--- src/rtl/cache_hier_nway_pkg.sv ---
// Shared types and width helpers for the two-level N-way read-only cache hierarchy.
package cache_pkg;

  typedef enum logic [2:0] {
    IDLE,
    L1_LOOK,
    L2_LOOK,
    MEM_WAIT,
    FILL,
    RESP
  } state_t;

  // Width helpers so both cache levels derive index/tag/age widths identically.
  function automatic int idx_w(input int sets);
    return $clog2(sets);
  endfunction

  function automatic int tag_w(input int addr_width, input int sets);
    return addr_width - $clog2(sets);
  endfunction

  function automatic int age_w(input int ways);
    return $clog2(ways);
  endfunction

endpackage

--- src/rtl/cache_hier_nway_if.sv ---
// Request/response, backing-memory and statistics bundle of the cache hierarchy.
interface cache_hier_nway_if #(
  parameter int ADDR_WIDTH = 11,
  parameter int DATA_WIDTH = 32,
  parameter int CNT_WIDTH  = 16
);
  logic                  req_valid;
  logic                  req_ready;
  logic [ADDR_WIDTH-1:0] req_addr;
  logic                  resp_valid;
  logic [DATA_WIDTH-1:0] resp_data;
  logic                  resp_l1_hit;
  logic                  resp_l2_hit;
  logic                  mem_req;
  logic [ADDR_WIDTH-1:0] mem_addr;
  logic                  mem_ack;
  logic [DATA_WIDTH-1:0] mem_rdata;
  logic [CNT_WIDTH-1:0]  l1_hit_cnt;
  logic [CNT_WIDTH-1:0]  l2_hit_cnt;
  logic [CNT_WIDTH-1:0]  miss_cnt;

  // Master is the core plus memory model; slave is the cache.
  modport master (
    output req_valid, req_addr, mem_ack, mem_rdata,
    input  req_ready, resp_valid, resp_data, resp_l1_hit, resp_l2_hit,
           mem_req, mem_addr, l1_hit_cnt, l2_hit_cnt, miss_cnt
  );

  modport slave (
    input  req_valid, req_addr, mem_ack, mem_rdata,
    output req_ready, resp_valid, resp_data, resp_l1_hit, resp_l2_hit,
           mem_req, mem_addr, l1_hit_cnt, l2_hit_cnt, miss_cnt
  );
endinterface

--- src/rtl/cache_nway_array.sv ---
// One cache level: tag/valid/data storage, true-LRU ages, combinational lookup,
// synchronous fill and touch.
module cache_nway_array
  import cache_pkg::*;
#(
  parameter int SETS       = 4,
  parameter int WAYS       = 4,
  parameter int ADDR_WIDTH = 11,
  parameter int DATA_WIDTH = 32
) (
  input  logic                     clk,
  input  logic                     rst,
  input  logic [ADDR_WIDTH-1:0]    addr,
  output logic                     hit,
  output logic [$clog2(WAYS)-1:0]  hit_way,
  output logic [DATA_WIDTH-1:0]    rd_data,
  output logic [$clog2(WAYS)-1:0]  victim_way,
  input  logic                     touch_en,
  input  logic [$clog2(WAYS)-1:0]  touch_way,
  input  logic                     fill_en,
  input  logic [$clog2(WAYS)-1:0]  fill_way,
  input  logic [DATA_WIDTH-1:0]    fill_data
);

  localparam int IDX_W = idx_w(SETS);
  localparam int TAG_W = tag_w(ADDR_WIDTH, SETS);
  localparam int AGE_W = age_w(WAYS);

  logic [SETS-1:0][WAYS-1:0] valid_q;
  logic [TAG_W-1:0]          tag_q  [SETS][WAYS];
  logic [DATA_WIDTH-1:0]     data_q [SETS][WAYS];
  logic [AGE_W-1:0]          age_q  [SETS][WAYS];

  logic [IDX_W-1:0] idx;
  logic [TAG_W-1:0] tag;
  logic             found_inv;
  logic             upd_en;
  logic [AGE_W-1:0] upd_way;

  assign idx     = addr[IDX_W-1:0];
  assign tag     = addr[ADDR_WIDTH-1:IDX_W];
  assign upd_en  = touch_en | fill_en;
  assign upd_way = fill_en ? fill_way : touch_way;

  // NOTE: every output of a combinational block is defaulted first so no path
  // leaves it unassigned, which would otherwise infer a latch.
  always_comb begin
    hit        = 1'b0;
    hit_way    = '0;
    rd_data    = '0;
    victim_way = '0;
    found_inv  = 1'b0;
    for (int w = 0; w < WAYS; w++) begin
      if (valid_q[idx][w] && tag_q[idx][w] == tag) begin
        hit     = 1'b1;
        hit_way = AGE_W'(w);
        rd_data = data_q[idx][w];
      end
    end
    // Lowest-index invalid way wins; a full set gives up its oldest way.
    for (int w = 0; w < WAYS; w++) begin
      if (!found_inv && !valid_q[idx][w]) begin
        found_inv  = 1'b1;
        victim_way = AGE_W'(w);
      end
    end
    if (!found_inv) begin
      for (int w = 0; w < WAYS; w++) begin
        if (age_q[idx][w] == AGE_W'(WAYS - 1)) victim_way = AGE_W'(w);
      end
    end
  end

  // NOTE: sequential state uses non-blocking assignments so every register
  // samples pre-edge values, e.g. the touched way's old age below.
  always_ff @(posedge clk or posedge rst) begin
    if (rst) begin
      valid_q <= '0;
      for (int s = 0; s < SETS; s++) begin
        for (int w = 0; w < WAYS; w++) age_q[s][w] <= AGE_W'(w);
      end
    end else begin
      if (fill_en) valid_q[idx][fill_way] <= 1'b1;
      if (upd_en) begin
        for (int w = 0; w < WAYS; w++) begin
          if (AGE_W'(w) == upd_way)                    age_q[idx][w] <= '0;
          else if (age_q[idx][w] < age_q[idx][upd_way]) age_q[idx][w] <= age_q[idx][w] + 1'b1;
        end
      end
    end
  end

  // NOTE: tag and data arrays are not reset; the valid bits alone decide
  // whether their contents are meaningful, so they can map onto plain RAM.
  always_ff @(posedge clk) begin
    if (fill_en) begin
      tag_q[idx][fill_way]  <= tag;
      data_q[idx][fill_way] <= fill_data;
    end
  end

endmodule

--- src/rtl/cache_hier_nway.sv ---
// Two-level read-only cache: request FSM, L1/L2 lookup and fill sequencing,
// backing-memory handshake and saturating hit/miss statistics.
module cache_hier_nway
  import cache_pkg::*;
#(
  parameter int ADDR_WIDTH = 11,
  parameter int DATA_WIDTH = 32,
  parameter int WAYS       = 4,
  parameter int L1_SETS    = 4,
  parameter int L2_SETS    = 16,
  parameter int CNT_WIDTH  = 16
) (
  input logic              clk,
  input logic              rst,
  cache_hier_nway_if.slave bus
);

  localparam int WAY_W = age_w(WAYS);

  state_t                state_q, state_d;
  logic [ADDR_WIDTH-1:0] addr_q;
  logic [DATA_WIDTH-1:0] data_q;
  logic                  l1_hit_q, l2_hit_q;
  logic [CNT_WIDTH-1:0]  l1_cnt_q, l2_cnt_q, miss_cnt_q;

  logic                  l1_hit, l2_hit;
  logic [WAY_W-1:0]      l1_hit_way, l2_hit_way, l1_victim, l2_victim;
  logic [DATA_WIDTH-1:0] l1_data, l2_data;
  logic                  l1_touch, l2_touch, l1_fill, l2_fill;

  cache_nway_array #(
    .SETS(L1_SETS), .WAYS(WAYS), .ADDR_WIDTH(ADDR_WIDTH), .DATA_WIDTH(DATA_WIDTH)
  ) u_l1 (
    .clk(clk), .rst(rst), .addr(addr_q),
    .hit(l1_hit), .hit_way(l1_hit_way), .rd_data(l1_data), .victim_way(l1_victim),
    .touch_en(l1_touch), .touch_way(l1_hit_way),
    .fill_en(l1_fill), .fill_way(l1_victim), .fill_data(data_q)
  );

  cache_nway_array #(
    .SETS(L2_SETS), .WAYS(WAYS), .ADDR_WIDTH(ADDR_WIDTH), .DATA_WIDTH(DATA_WIDTH)
  ) u_l2 (
    .clk(clk), .rst(rst), .addr(addr_q),
    .hit(l2_hit), .hit_way(l2_hit_way), .rd_data(l2_data), .victim_way(l2_victim),
    .touch_en(l2_touch), .touch_way(l2_hit_way),
    .fill_en(l2_fill), .fill_way(l2_victim), .fill_data(data_q)
  );

  always_ff @(posedge clk or posedge rst) begin
    if (rst) state_q <= IDLE;
    else     state_q <= state_d;
  end

  always_comb begin
    state_d  = state_q;
    l1_touch = 1'b0;
    l2_touch = 1'b0;
    l1_fill  = 1'b0;
    l2_fill  = 1'b0;
    case (state_q)
      IDLE:     if (bus.req_valid) state_d = L1_LOOK;
      L1_LOOK: begin
        l1_touch = l1_hit;
        state_d  = l1_hit ? RESP : L2_LOOK;
      end
      L2_LOOK: begin
        l2_touch = l2_hit;
        state_d  = l2_hit ? FILL : MEM_WAIT;
      end
      MEM_WAIT: if (bus.mem_ack) state_d = FILL;
      FILL: begin
        // An L2 hit already sits in L2; only memory data is written to both levels.
        l1_fill = 1'b1;
        l2_fill = !l2_hit_q;
        state_d = RESP;
      end
      RESP:     state_d = IDLE;
      default:  state_d = IDLE;
    endcase
  end

  always_ff @(posedge clk or posedge rst) begin
    if (rst) begin
      addr_q     <= '0;
      data_q     <= '0;
      l1_hit_q   <= 1'b0;
      l2_hit_q   <= 1'b0;
      l1_cnt_q   <= '0;
      l2_cnt_q   <= '0;
      miss_cnt_q <= '0;
    end else begin
      case (state_q)
        IDLE: if (bus.req_valid) begin
          addr_q   <= bus.req_addr;
          l1_hit_q <= 1'b0;
          l2_hit_q <= 1'b0;
        end
        L1_LOOK: if (l1_hit) begin
          data_q   <= l1_data;
          l1_hit_q <= 1'b1;
        end
        L2_LOOK: if (l2_hit) begin
          data_q   <= l2_data;
          l2_hit_q <= 1'b1;
        end
        MEM_WAIT: if (bus.mem_ack) data_q <= bus.mem_rdata;
        RESP: begin
          if (l1_hit_q) begin
            if (l1_cnt_q != '1) l1_cnt_q <= l1_cnt_q + 1'b1;
          end else if (l2_hit_q) begin
            if (l2_cnt_q != '1) l2_cnt_q <= l2_cnt_q + 1'b1;
          end else begin
            if (miss_cnt_q != '1) miss_cnt_q <= miss_cnt_q + 1'b1;
          end
        end
        default: ;
      endcase
    end
  end

  // Outputs decode the asynchronously reset state, so reset drops them at once.
  assign bus.req_ready   = (state_q == IDLE);
  assign bus.resp_valid  = (state_q == RESP);
  assign bus.resp_data   = bus.resp_valid ? data_q : '0;
  assign bus.resp_l1_hit = bus.resp_valid & l1_hit_q;
  assign bus.resp_l2_hit = bus.resp_valid & l2_hit_q;
  assign bus.mem_req     = (state_q == MEM_WAIT);
  assign bus.mem_addr    = bus.mem_req ? addr_q : '0;
  assign bus.l1_hit_cnt  = l1_cnt_q;
  assign bus.l2_hit_cnt  = l2_cnt_q;
  assign bus.miss_cnt    = miss_cnt_q;

endmodule

--- src/flat_wrapper.sv ---
// flat-port wrapper written by rule: the top's interface ports become plain ports
module cache_hier_nway_flat import cache_pkg::*;
#(
  parameter int ADDR_WIDTH = 11,
  parameter int DATA_WIDTH = 32,
  parameter int WAYS       = 4,
  parameter int L1_SETS    = 4,
  parameter int L2_SETS    = 16,
  parameter int CNT_WIDTH  = 16
)
  (clk, rst, bus_req_valid, bus_req_addr, bus_mem_ack, bus_mem_rdata, bus_req_ready, bus_resp_valid, bus_resp_data, bus_resp_l1_hit, bus_resp_l2_hit, bus_mem_req, bus_mem_addr, bus_l1_hit_cnt, bus_l2_hit_cnt, bus_miss_cnt);
  cache_hier_nway_if #(.ADDR_WIDTH(ADDR_WIDTH), .DATA_WIDTH(DATA_WIDTH), .CNT_WIDTH(CNT_WIDTH)) bus_i ();
  input logic clk;
  input logic rst;
  input wire logic [$bits(bus_i.req_valid)-1:0] bus_req_valid;
  input wire logic [$bits(bus_i.req_addr)-1:0] bus_req_addr;
  input wire logic [$bits(bus_i.mem_ack)-1:0] bus_mem_ack;
  input wire logic [$bits(bus_i.mem_rdata)-1:0] bus_mem_rdata;
  output wire logic [$bits(bus_i.req_ready)-1:0] bus_req_ready;
  output wire logic [$bits(bus_i.resp_valid)-1:0] bus_resp_valid;
  output wire logic [$bits(bus_i.resp_data)-1:0] bus_resp_data;
  output wire logic [$bits(bus_i.resp_l1_hit)-1:0] bus_resp_l1_hit;
  output wire logic [$bits(bus_i.resp_l2_hit)-1:0] bus_resp_l2_hit;
  output wire logic [$bits(bus_i.mem_req)-1:0] bus_mem_req;
  output wire logic [$bits(bus_i.mem_addr)-1:0] bus_mem_addr;
  output wire logic [$bits(bus_i.l1_hit_cnt)-1:0] bus_l1_hit_cnt;
  output wire logic [$bits(bus_i.l2_hit_cnt)-1:0] bus_l2_hit_cnt;
  output wire logic [$bits(bus_i.miss_cnt)-1:0] bus_miss_cnt;
  assign bus_i.req_valid = bus_req_valid;
  assign bus_i.req_addr = bus_req_addr;
  assign bus_i.mem_ack = bus_mem_ack;
  assign bus_i.mem_rdata = bus_mem_rdata;
  assign bus_req_ready = bus_i.req_ready;
  assign bus_resp_valid = bus_i.resp_valid;
  assign bus_resp_data = bus_i.resp_data;
  assign bus_resp_l1_hit = bus_i.resp_l1_hit;
  assign bus_resp_l2_hit = bus_i.resp_l2_hit;
  assign bus_mem_req = bus_i.mem_req;
  assign bus_mem_addr = bus_i.mem_addr;
  assign bus_l1_hit_cnt = bus_i.l1_hit_cnt;
  assign bus_l2_hit_cnt = bus_i.l2_hit_cnt;
  assign bus_miss_cnt = bus_i.miss_cnt;
  cache_hier_nway #(.ADDR_WIDTH(ADDR_WIDTH), .DATA_WIDTH(DATA_WIDTH), .WAYS(WAYS), .L1_SETS(L1_SETS), .L2_SETS(L2_SETS), .CNT_WIDTH(CNT_WIDTH)) u_core (.clk(clk), .rst(rst), .bus(bus_i));
endmodule
--- config.mk ---
export PLATFORM = sky130hd
export DESIGN_NAME = cache_hier_nway_flat
export DESIGN_NICKNAME = d
export VERILOG_FILES = /design/src/rtl/cache_hier_nway_pkg.sv /design/src/rtl/cache_hier_nway_if.sv /design/src/rtl/cache_nway_array.sv /design/src/rtl/cache_hier_nway.sv /design/src/flat_wrapper.sv
export SDC_FILE = /design/constraint.sdc
export NUM_CORES = 2
export LEC_CHECK = 0
export CORE_MARGIN = 3
export CORE_UTILIZATION = 45
export CTS_CLUSTER_SIZE = 24
export DETAILED_ROUTE_END_ITERATION = 8
export GPL_TIMING_DRIVEN = 1
export PLACE_DENSITY_LB_ADDON = 0.08
export SLEW_MARGIN = 20
export SYNTH_ARGS = -nofsm -noshare
export SYNTH_HDL_FRONTEND = slang
export SYNTH_SLANG_ARGS = --single-unit
--- constraint.sdc ---
create_clock -name clk -period 12.95 [get_ports clk]
set_input_delay 2.59 -clock clk [delete_from_list [all_inputs] [get_ports clk]]
set_output_delay 2.59 -clock clk [all_outputs]
set_load 0.05 [all_outputs]
# [Yosys cells after proc, flatten, opt, wreduce, memory -nomap -nowiden]
# Memory sizes are Yosys's and may differ from the RTL's.
# Index checks and enable logic that the tools add are counted.
[word_totals] input_bits=47 mem_count=4 ram_bits=3152 word_cells=412 reg_bits=336
[mem_list] name="u_core.u_l2.data_q" words=16 width=128 rd=1 rd_clocked_by_memory_dff=0 wr=1 line_no="cache_nway_array.sv:31" source="logic [DATA_WIDTH-1:0] data_q [SETS][WAYS];"
[mem_list] name="u_core.u_l1.data_q" words=4 width=128 rd=1 rd_clocked_by_memory_dff=0 wr=1 line_no="cache_nway_array.sv:31"
[mem_list] name="u_core.u_l2.tag_q" words=16 width=28 rd=1 rd_clocked_by_memory_dff=0 wr=1 line_no="cache_nway_array.sv:30" source="logic [TAG_W-1:0] tag_q [SETS][WAYS];"
[mem_list] name="u_core.u_l1.tag_q" words=4 width=36 rd=1 rd_clocked_by_memory_dff=0 wr=1 line_no="cache_nway_array.sv:30"
[classes] bitwise_logic=30 muxes=152 n_eq_ne=34 reduce_logical=47 add_sub_neg=11 order_cmp=26
[ops] cell="$mux 128" count=13
[ops] cell="$mux 32" count=25
[ops] cell="$and 128x128->128" count=4
[ops] cell="$bwmux 128" count=4
[ops] cell="$not 128->128" count=4
[ops] cell="$and 32x32->32" count=4
[ops] cell="$bwmux 32" count=4
[ops] cell="$demux 32 s2" count=2
[ops] cell="$demux 8 s4" count=4
[ops] cell="$not 32->32" count=4
[ops] cell="$pmux 32 s3" count=1
[ops] cell="$demux 8 s2" count=4
[ops] cell="$or 64x64->64" count=1
[ops] cell="$mux 2" count=26
[ops] cell="$add 16x1->16 const B" count=3
[ops] cell="$mux 8" count=6
[ops] cell="$ne 16x16->1 const B" count=3
[ops] cell="$eq 9x9->1" count=4
[ops] cell="$mux 36" count=1
[ops] cell="$bmux 8 s4" count=1
[ops] cell="$mux 1" count=31
[ops] cell="$eq 7x7->1" count=4
[ops] cell="$mux 28" count=1
[ops] cell="$mux 4" count=6
[ops] cell="other kinds (49)" count=140

# [Logic depth before layout (Yosys ltp)]
[logic_depth] ltp_word=36 ltp_mapped=31

# [Cells and area by module]
# Synthesis repeated with hierarchy kept, for this count alone.
[unflattened] cells_unflattened=6428 hier_area_um2=138577.9
[by_module_without_submodules] mod="cache_nway_array at u_core.u_l2" area_per_inst_um2=105217.2 seq_area_each_um2=79836.6 n_inst=1 cells_per_inst=4582
[by_module_without_submodules] mod="cache_nway_array at u_core.u_l1" area_per_inst_um2=27985.6 seq_area_each_um2=20920.1 n_inst=1 cells_per_inst=1330
[by_module_without_submodules] mod="cache_hier_nway" area_per_inst_um2=5375.2 seq_area_each_um2=2402.3 n_inst=1 cells_per_inst=516

# [Least setup slack after synthesis]
# OpenSTA, ideal clock, no wires.
[synth_timing] path_kind="register to register" from="register u_core.addr_q[0]" to="memory u_core.u_l1.data_q[0][32] (netlist bit) (enable)" path_slack_ns=5.613 path_stages_with_launch=21 t_arrival_ns=6.897 synth_period_minus_slack_ns=7.337 cell_sequence="dfrtp_1 buf_2 buf_6 buf_4 buf_4 buf_4 buf_4 buf_4 buf_2 buf_2 buf_2 buf_2 buf_1 mux4_2 ha_1 nand2b_1 inv_1 a21oi_1 o21ai_0 or3b_2 nor2_1"
[synth_between] elab_chain_cells=22
[synth_rtl] element="start: declaration" line_no="cache_hier_nway.sv:21" source="logic [ADDR_WIDTH-1:0] addr_q;"
[synth_rtl] element="start signal: assignment" line_no="cache_hier_nway.sv:94" source="addr_q <= bus.req_addr;"
[synth_rtl] element="$bmux 4 s2" line_no="cache_nway_array.sv:62" source="if (!found_inv && !valid_q[idx][w]) begin"
[synth_rtl] element="$mux 4 (not written as such)" line_no="cache_nway_array.sv:62"
[synth_rtl] element="$logic_not 1->1" line_no="cache_nway_array.sv:62"
[synth_rtl] element="$logic_and 1x1->1" line_no="cache_nway_array.sv:62"
[synth_rtl] element="$mux 1" line_no="cache_nway_array.sv:62"
[synth_rtl] element="$logic_not 1->1" line_no="cache_nway_array.sv:62"
[synth_rtl] element="$logic_and 1x1->1" line_no="cache_nway_array.sv:62"
[synth_rtl] element="$mux 1" line_no="cache_nway_array.sv:62"
[synth_rtl] element="[3 not listed]"
[synth_rtl] element="$mux 2 (4 in series)" line_no="cache_nway_array.sv:69" source="if (age_q[idx][w] == AGE_W'(WAYS - 1)) victim_way = AGE_W'(w);"
[synth_rtl] element="$mux 2" line_no="cache_nway_array.sv:67" source="if (!found_inv) begin"
[synth_rtl] element="$not 2->3 (not written as such)" line_no="cache_nway_array.sv:98" source="data_q[idx][fill_way] <= fill_data;"
[synth_rtl] element="$ge 3x3->1 (not written as such) / $lt 3x1->1 (equally long branches)" line_no="cache_nway_array.sv:98"
[synth_rtl] element="$logic_and 1x1->1 (not written as such)" line_no="cache_nway_array.sv:98"
[synth_rtl] element="$mux 32 (not written as such)" line_no="cache_nway_array.sv:98"
[synth_rtl] element="$demux 32 s2" line_no="cache_nway_array.sv:98"
[synth_rtl] element="$mux 128 (not written as such)" line_no="cache_nway_array.sv:98"
[synth_rtl] element="end: declaration" line_no="cache_nway_array.sv:31"
# Several ways; a longest one is shown, not always the timed one. The select of a mux whose other input is x is not followed.

# [Final worst setup path]
[layout_timing] from="register u_core.addr_q[1]" to="register u_core.u_l2.age_q[121] (netlist bit)"
[layout_between] elab_chain_cells=36
[layout_rtl] element="$bmux 4 s4" line_no="cache_nway_array.sv:54, cache_nway_array.sv:62"
[layout_rtl] element="$mux 4 (not written as such)" line_no="cache_nway_array.sv:54, cache_nway_array.sv:62"
[layout_rtl] element="$logic_not 1->1" line_no="cache_nway_array.sv:62"
[layout_rtl] element="$logic_and 1x1->1" line_no="cache_nway_array.sv:62"
[layout_rtl] element="$mux 1" line_no="cache_nway_array.sv:62"
[layout_rtl] element="$logic_not 1->1" line_no="cache_nway_array.sv:62"
[layout_rtl] element="$logic_and 1x1->1" line_no="cache_nway_array.sv:62"
[layout_rtl] element="$mux 1" line_no="cache_nway_array.sv:62"
[layout_rtl] element="[20 not listed]"
[layout_rtl] element="$mux 128" line_no="cache_nway_array.sv:84" source="if (upd_en) begin"
[layout_rtl] element="$bwmux 128" line_no="cache_nway_array.sv:87" source="else if (age_q[idx][w] < age_q[idx][upd_way]) age_q[idx][w] <= age_q[idx][w] + 1'b1;"
[layout_rtl] element="$mux 128" line_no="cache_nway_array.sv:87"
[layout_rtl] element="$mux 128" line_no="cache_nway_array.sv:86" source="if (AGE_W'(w) == upd_way) age_q[idx][w] <= '0;"
[layout_rtl] element="$mux 128" line_no="cache_nway_array.sv:84"
[layout_rtl] element="$bwmux 128" line_no="cache_nway_array.sv:87"
[layout_rtl] element="$mux 128" line_no="cache_nway_array.sv:87"
[layout_rtl] element="$mux 128" line_no="cache_nway_array.sv:86"
[layout_rtl] element="end signal: indexed assignment" line_no="cache_nway_array.sv:86"
[layout_rtl] element="end: declaration" line_no="cache_nway_array.sv:32" source="logic [AGE_W-1:0] age_q [SETS][WAYS];"
# Several ways; a longest one is shown, not always the timed one. The select of a mux whose other input is x is not followed.
# A chain may end at the register's enable or synchronous reset.

==> results summary <==
At the pin with the least slew margin, the transition time is ~1100 ps. Once routing completed, OpenROAD measured the worst setup slack at approximately 5400 ps. The per-cell routed wire length came out at about 34 um. The number of buffers inserted during clock tree synthesis came out at 367. STA classifies the critical path startpoint as a flip-flop. The most numerous cell type found on the critical path is sky130_fd_sc_hd__nand2_1. The fraction of layout instances using a drive strength above 1 is 0.2962.

The floorplan die area is about 310000 um2. The combinational share of power came out at 0.259. Counting I/O delays and the setup requirement, the final critical path takes 7514 ps. The initial core utilization is 0.4530. The number of maximum-capacitance constraint violations is 0.

The number of instances resized during post-cts repair came out at 0. The worst-case IR drop observed on VDD is ~0.14 mV. The most critical setup path has its endpoint at u_core.u_l2.age_q[121]$_DFFE_PP1P_. In this run the core area contains just over 200 standard-cell rows. The final max-slew violation count is 0. Along the worst path, the maximum fanout reaches between 100 and 150. The cell count along the critical path is 13.

Cell internal power was estimated by the tool at 23.10 mW. In the post-synthesis netlist, the biggest area contributors are sky130_fd_sc_hd__edfxtp_1 (69%), sky130_fd_sc_hd__mux4_2 (16%), sky130_fd_sc_hd__dfrtp_1 (4.7%). The end of the worst register-to-register path is u_core.u_l2.age_q[121]$_DFFE_PP1P_. When the netlist entered floorplanning its net count stood at roughly 6.6k.

In this run the vertical extent of the chip is about 560 um. In the routed layout, each cell is associated on average with a via count of 6.130. The share of the core filled with cells in the final layout came out at 0.5173. The buffer depth of the longest clock path came out at 4. The routability congestion estimate from global placement came out at between 0.7 and 0.8.

The per-instance average area after synthesis is approximately 21 um2. The flow ran to the end, and the final reports show no timing, DRC or antenna violations. The origin of the critical flop-to-flop path is u_core.addr_q[1]$_DFFE_PP0P_. The Yosys step of the flow raised 0 warnings. The post-synthesis register bit count came out at approximately 3.5k. Summed over all nets, the switching power comes to around 9.7 mW. The hold violation count in the final report is 0.

Headroom to the max-slew limit came out at 0.2799. In this run the clock root is driven by a sky130_fd_sc_hd__clkbuf_16. The overall routing resource usage is 0.2394. The clock transition at the registers of the reported paths is 60 ps.

The detailed-routing iteration count for the pre-antenna-repair pass is 5. The final-report setup violation count came out at 0. The count of routing violations after the opening detailed-route iteration came out at ~8k. The floorplan step defined a core boundary enclosing about 300000 um2. The highest clock frequency the design can meet is between 100 and 150 MHz. The gate count of the mapped netlist came out at approximately 6.5k. The leakage power total came out at 51.18 nW. For this design, the slowest cell found on the critical path is sky130_fd_sc_hd__dfrtp_4. After clock tree synthesis, the setup repair step added 0 buffers. The sum of negative setup slack came out at 0 ps. In the synthesized netlist the dominant register cell turns out to be sky130_fd_sc_hd__edfxtp_1. By startpoint and endpoint, the worst setup path is classified as flip-flop to flip-flop.

The first-pass GRT wire length came out at ~530000 um. The power density over cell area came out at 209.0 nW/um2. The power share of the clock group is 0.323. The portion of total power attributed to sequential cells is 0.418. The total via count in the routed design came out at a little under 70k. The remaining design rule violation count came out at 0. The final HPWL from detailed placement is approximately 200000 um. Setup repair after global routing left no endpoint under its margin. Walking the worst path, the cells encountered are buf_12 -> buf_4 -> mux4_2 -> mux4_2 -> xnor2_1 -> nand4_1 -> or2_2 -> nand4_1 -> nand2_1 -> nand2_1 -> nand2_1 -> o22a_1 -> a2bb2o_1.

The synthesized design spends more area on one cell type than any other, namely sky130_fd_sc_hd__edfxtp_1. The worst hold path class is flip-flop to flip-flop. The number of enable flip-flop cells after synthesis came out at between 3k and 4k.

The area added between synthesis and finish is 14.20%. The area of the mapped netlist came out at roughly 140000 um2. The area share of the largest cell type after synthesis came out at 0.6889.

The number of sinks driven by the clock tree came out at approximately 3.5k. For the worst flop-to-flop path, the logic depth is 13. The number of global-route vias before repair is ~70k. The post-synthesis cell type count is 84. The count of H-tree levels built during CTS came out at 5.

The start point of the critical path is u_core.addr_q[1]$_DFFE_PP0P_. The register-to-register setup slack is ~5400 ps. The commonest cells after synthesis are sky130_fd_sc_hd__edfxtp_1 (3152), sky130_fd_sc_hd__mux4_2 (949), sky130_fd_sc_hd__dfrtp_1 (256). Fill cells in the final layout number roughly 24k.

For the worst setup path, the data required time is about 14000 ps. The initial antenna violation count came out at 23. Of the total power, the share spent switching nets is 0.2955. The hold-fix buffer count after cts came out at 0. The number of top-level design ports is between 100 and 150.

The global-route congestion overflow total came out at 0. The worst-case clock skew came out at between 60 and 70 ps. The fraction of the cycle the final worst path needs came out at 0.5802. The clock network latency to the later pin of the worst-skew pair is slightly above 900 ps. The delay contributed by the slowest stage of the critical path is around 960 ps. The most numerous cell in the Yosys netlist is sky130_fd_sc_hd__edfxtp_1. Measured along the x axis, the die boundary spans around 560 um. The largest net degree at the start of global routing came out at roughly 150. The sequential fraction of the synthesis area is 0.7508. The number of nets with antenna violations after routing is 0.

The worst slack at placement came out at roughly 5400 ps. For the worst setup path, the data arrival time is about 8400 ps. The total detailed-routing wirelength is 374200 um.

TritonCTS built the clock tree. The final layout net count is approximately 6.9k. Of all flip-flops after synthesis, the portion carrying an async set or reset was 0.09633.

The category of cells accounting for the largest share of critical-path delay is simple AND/OR/NAND/NOR gates. The number of buffers inserted by port buffering came out at 142. The critical path buffer and inverter count came out at 2.

STA classifies the critical path endpoint as a flip-flop.
[sequential cells by signal (all words and copies together) (netlist names), 32 cells and up]
name                 count
u_core.u_l1.data_q     512
u_core.u_l2.data_q    2048
u_core.data_q           32
u_core.u_l1.age_q       32
u_core.u_l2.valid_q     64
u_core.u_l2.age_q      128
u_core.u_l2.tag_q      448
u_core.u_l1.tag_q      144
[area by class of cell]
cell class	count	area, um2	area share
Tap cell	3978	4977	0.03172
Multi-Input combinational cell	2619	33230	0.2118
Inverter	28	112.6	0.0007177
Clock inverter	208	2180	0.01389
Sequential cell	3488	103200	0.6580
Antenna cell	12	30.03	0.0001914
Clock buffer	467	9920	0.06322
Timing Repair Buffer	364	3213	0.02048
[kinds of logic after synthesis]
family | after synthesis | share of synthesized area
AOI/OAI and AO/OA | 456 | 0.02300
buffers and inverters | 386 | 0.01230
DFF | 3488 | 0.7508
adders and majority gates | 19 | 0.001657
muxes | 1231 | 0.1771
xor gates and xnor gates | 108 | 0.006884
and+or+nand+nor | 805 | 0.02824
[worst min-delay path by stage]
| stage | endpoint | start | depth (start not counted) |
|---|---|---|---|
| after CTS | u_core.u_l2.valid_q[54]$_DFFE_PP0P_ | u_core.u_l2.valid_q[54]$_DFFE_PP0P_ | 1 |
| final | u_core.u_l2.valid_q[35]$_DFFE_PP0P_ | u_core.u_l2.valid_q[35]$_DFFE_PP0P_ | 1 |
| after detailed placement | u_core.u_l2.valid_q[54]$_DFFE_PP0P_ | u_core.u_l2.valid_q[54]$_DFFE_PP0P_ | 1 |
| after global routing | u_core.u_l2.valid_q[0]$_DFFE_PP0P_ | u_core.u_l2.valid_q[0]$_DFFE_PP0P_ | 1 |
| after floorplan | u_core.u_l1.valid_q[11]$_DFFE_PP0N_ | u_core.u_l1.valid_q[11]$_DFFE_PP0N_ | 1 |
| after global placement | u_core.u_l2.valid_q[50]$_DFFE_PP0P_ | u_core.u_l2.valid_q[50]$_DFFE_PP0P_ | 1 |
[layout by cell type (no fill, tap or decap), types with 90 or more instances in the layout]
cell                              Yosys  final
sky130_fd_sc_hd__buf_4               21    212
sky130_fd_sc_hd__clkbuf_16            0    375
sky130_fd_sc_hd__clkdlybuf4s50_1      0    142
sky130_fd_sc_hd__dfrtp_1            256    213
sky130_fd_sc_hd__edfxtp_1          3152   3152
sky130_fd_sc_hd__mux2_2              90     90
sky130_fd_sc_hd__mux2i_1            169    169
sky130_fd_sc_hd__mux4_2             949    949
sky130_fd_sc_hd__nand2_1            229    229
sky130_fd_sc_hd__nor2_1             210    126
sky130_fd_sc_hd__o21ai_0            122    122
sky130_fd_sc_hd__or2_2               96     96
sky130_fd_sc_hd__xnor2_1             90     90
[stage by stage]
stage	instances	hold WS, ps	total power, mW	instance area, um2
final	11160	459.9	32.79	156900
after global routing	11150	473.1	34.03	156900
after CTS	11150	459.9	33.12	156900
after detailed placement	10480	446.7	22.54	144800
after global placement	10480	444.2	22.48	144800
after floorplan	6493	433.7	19.64	137400
[power groups by stage]
stage	Combinational (mW)	Sequential (mW)	Clock, mW
final	8.49	13.7	10.6
after global routing	9.03	13.7	11.3
after CTS	8.61	13.7	10.8
after detailed placement	8.60	13.9	0
after global placement	8.55	13.9	0
after floorplan	5.50	14.1	0
[metal layers]
metal / GRT usage / wire length (um) / share of wire
met2: 0.3736 / 175800 / 0.47
met5: 0 / 0 / 0
met4: 0.04850 / 7199 / 0.019
met1: 0.3618 / 165400 / 0.44
met3: 0.03587 / 25740 / 0.069
(Power assumes the default switching activity.)
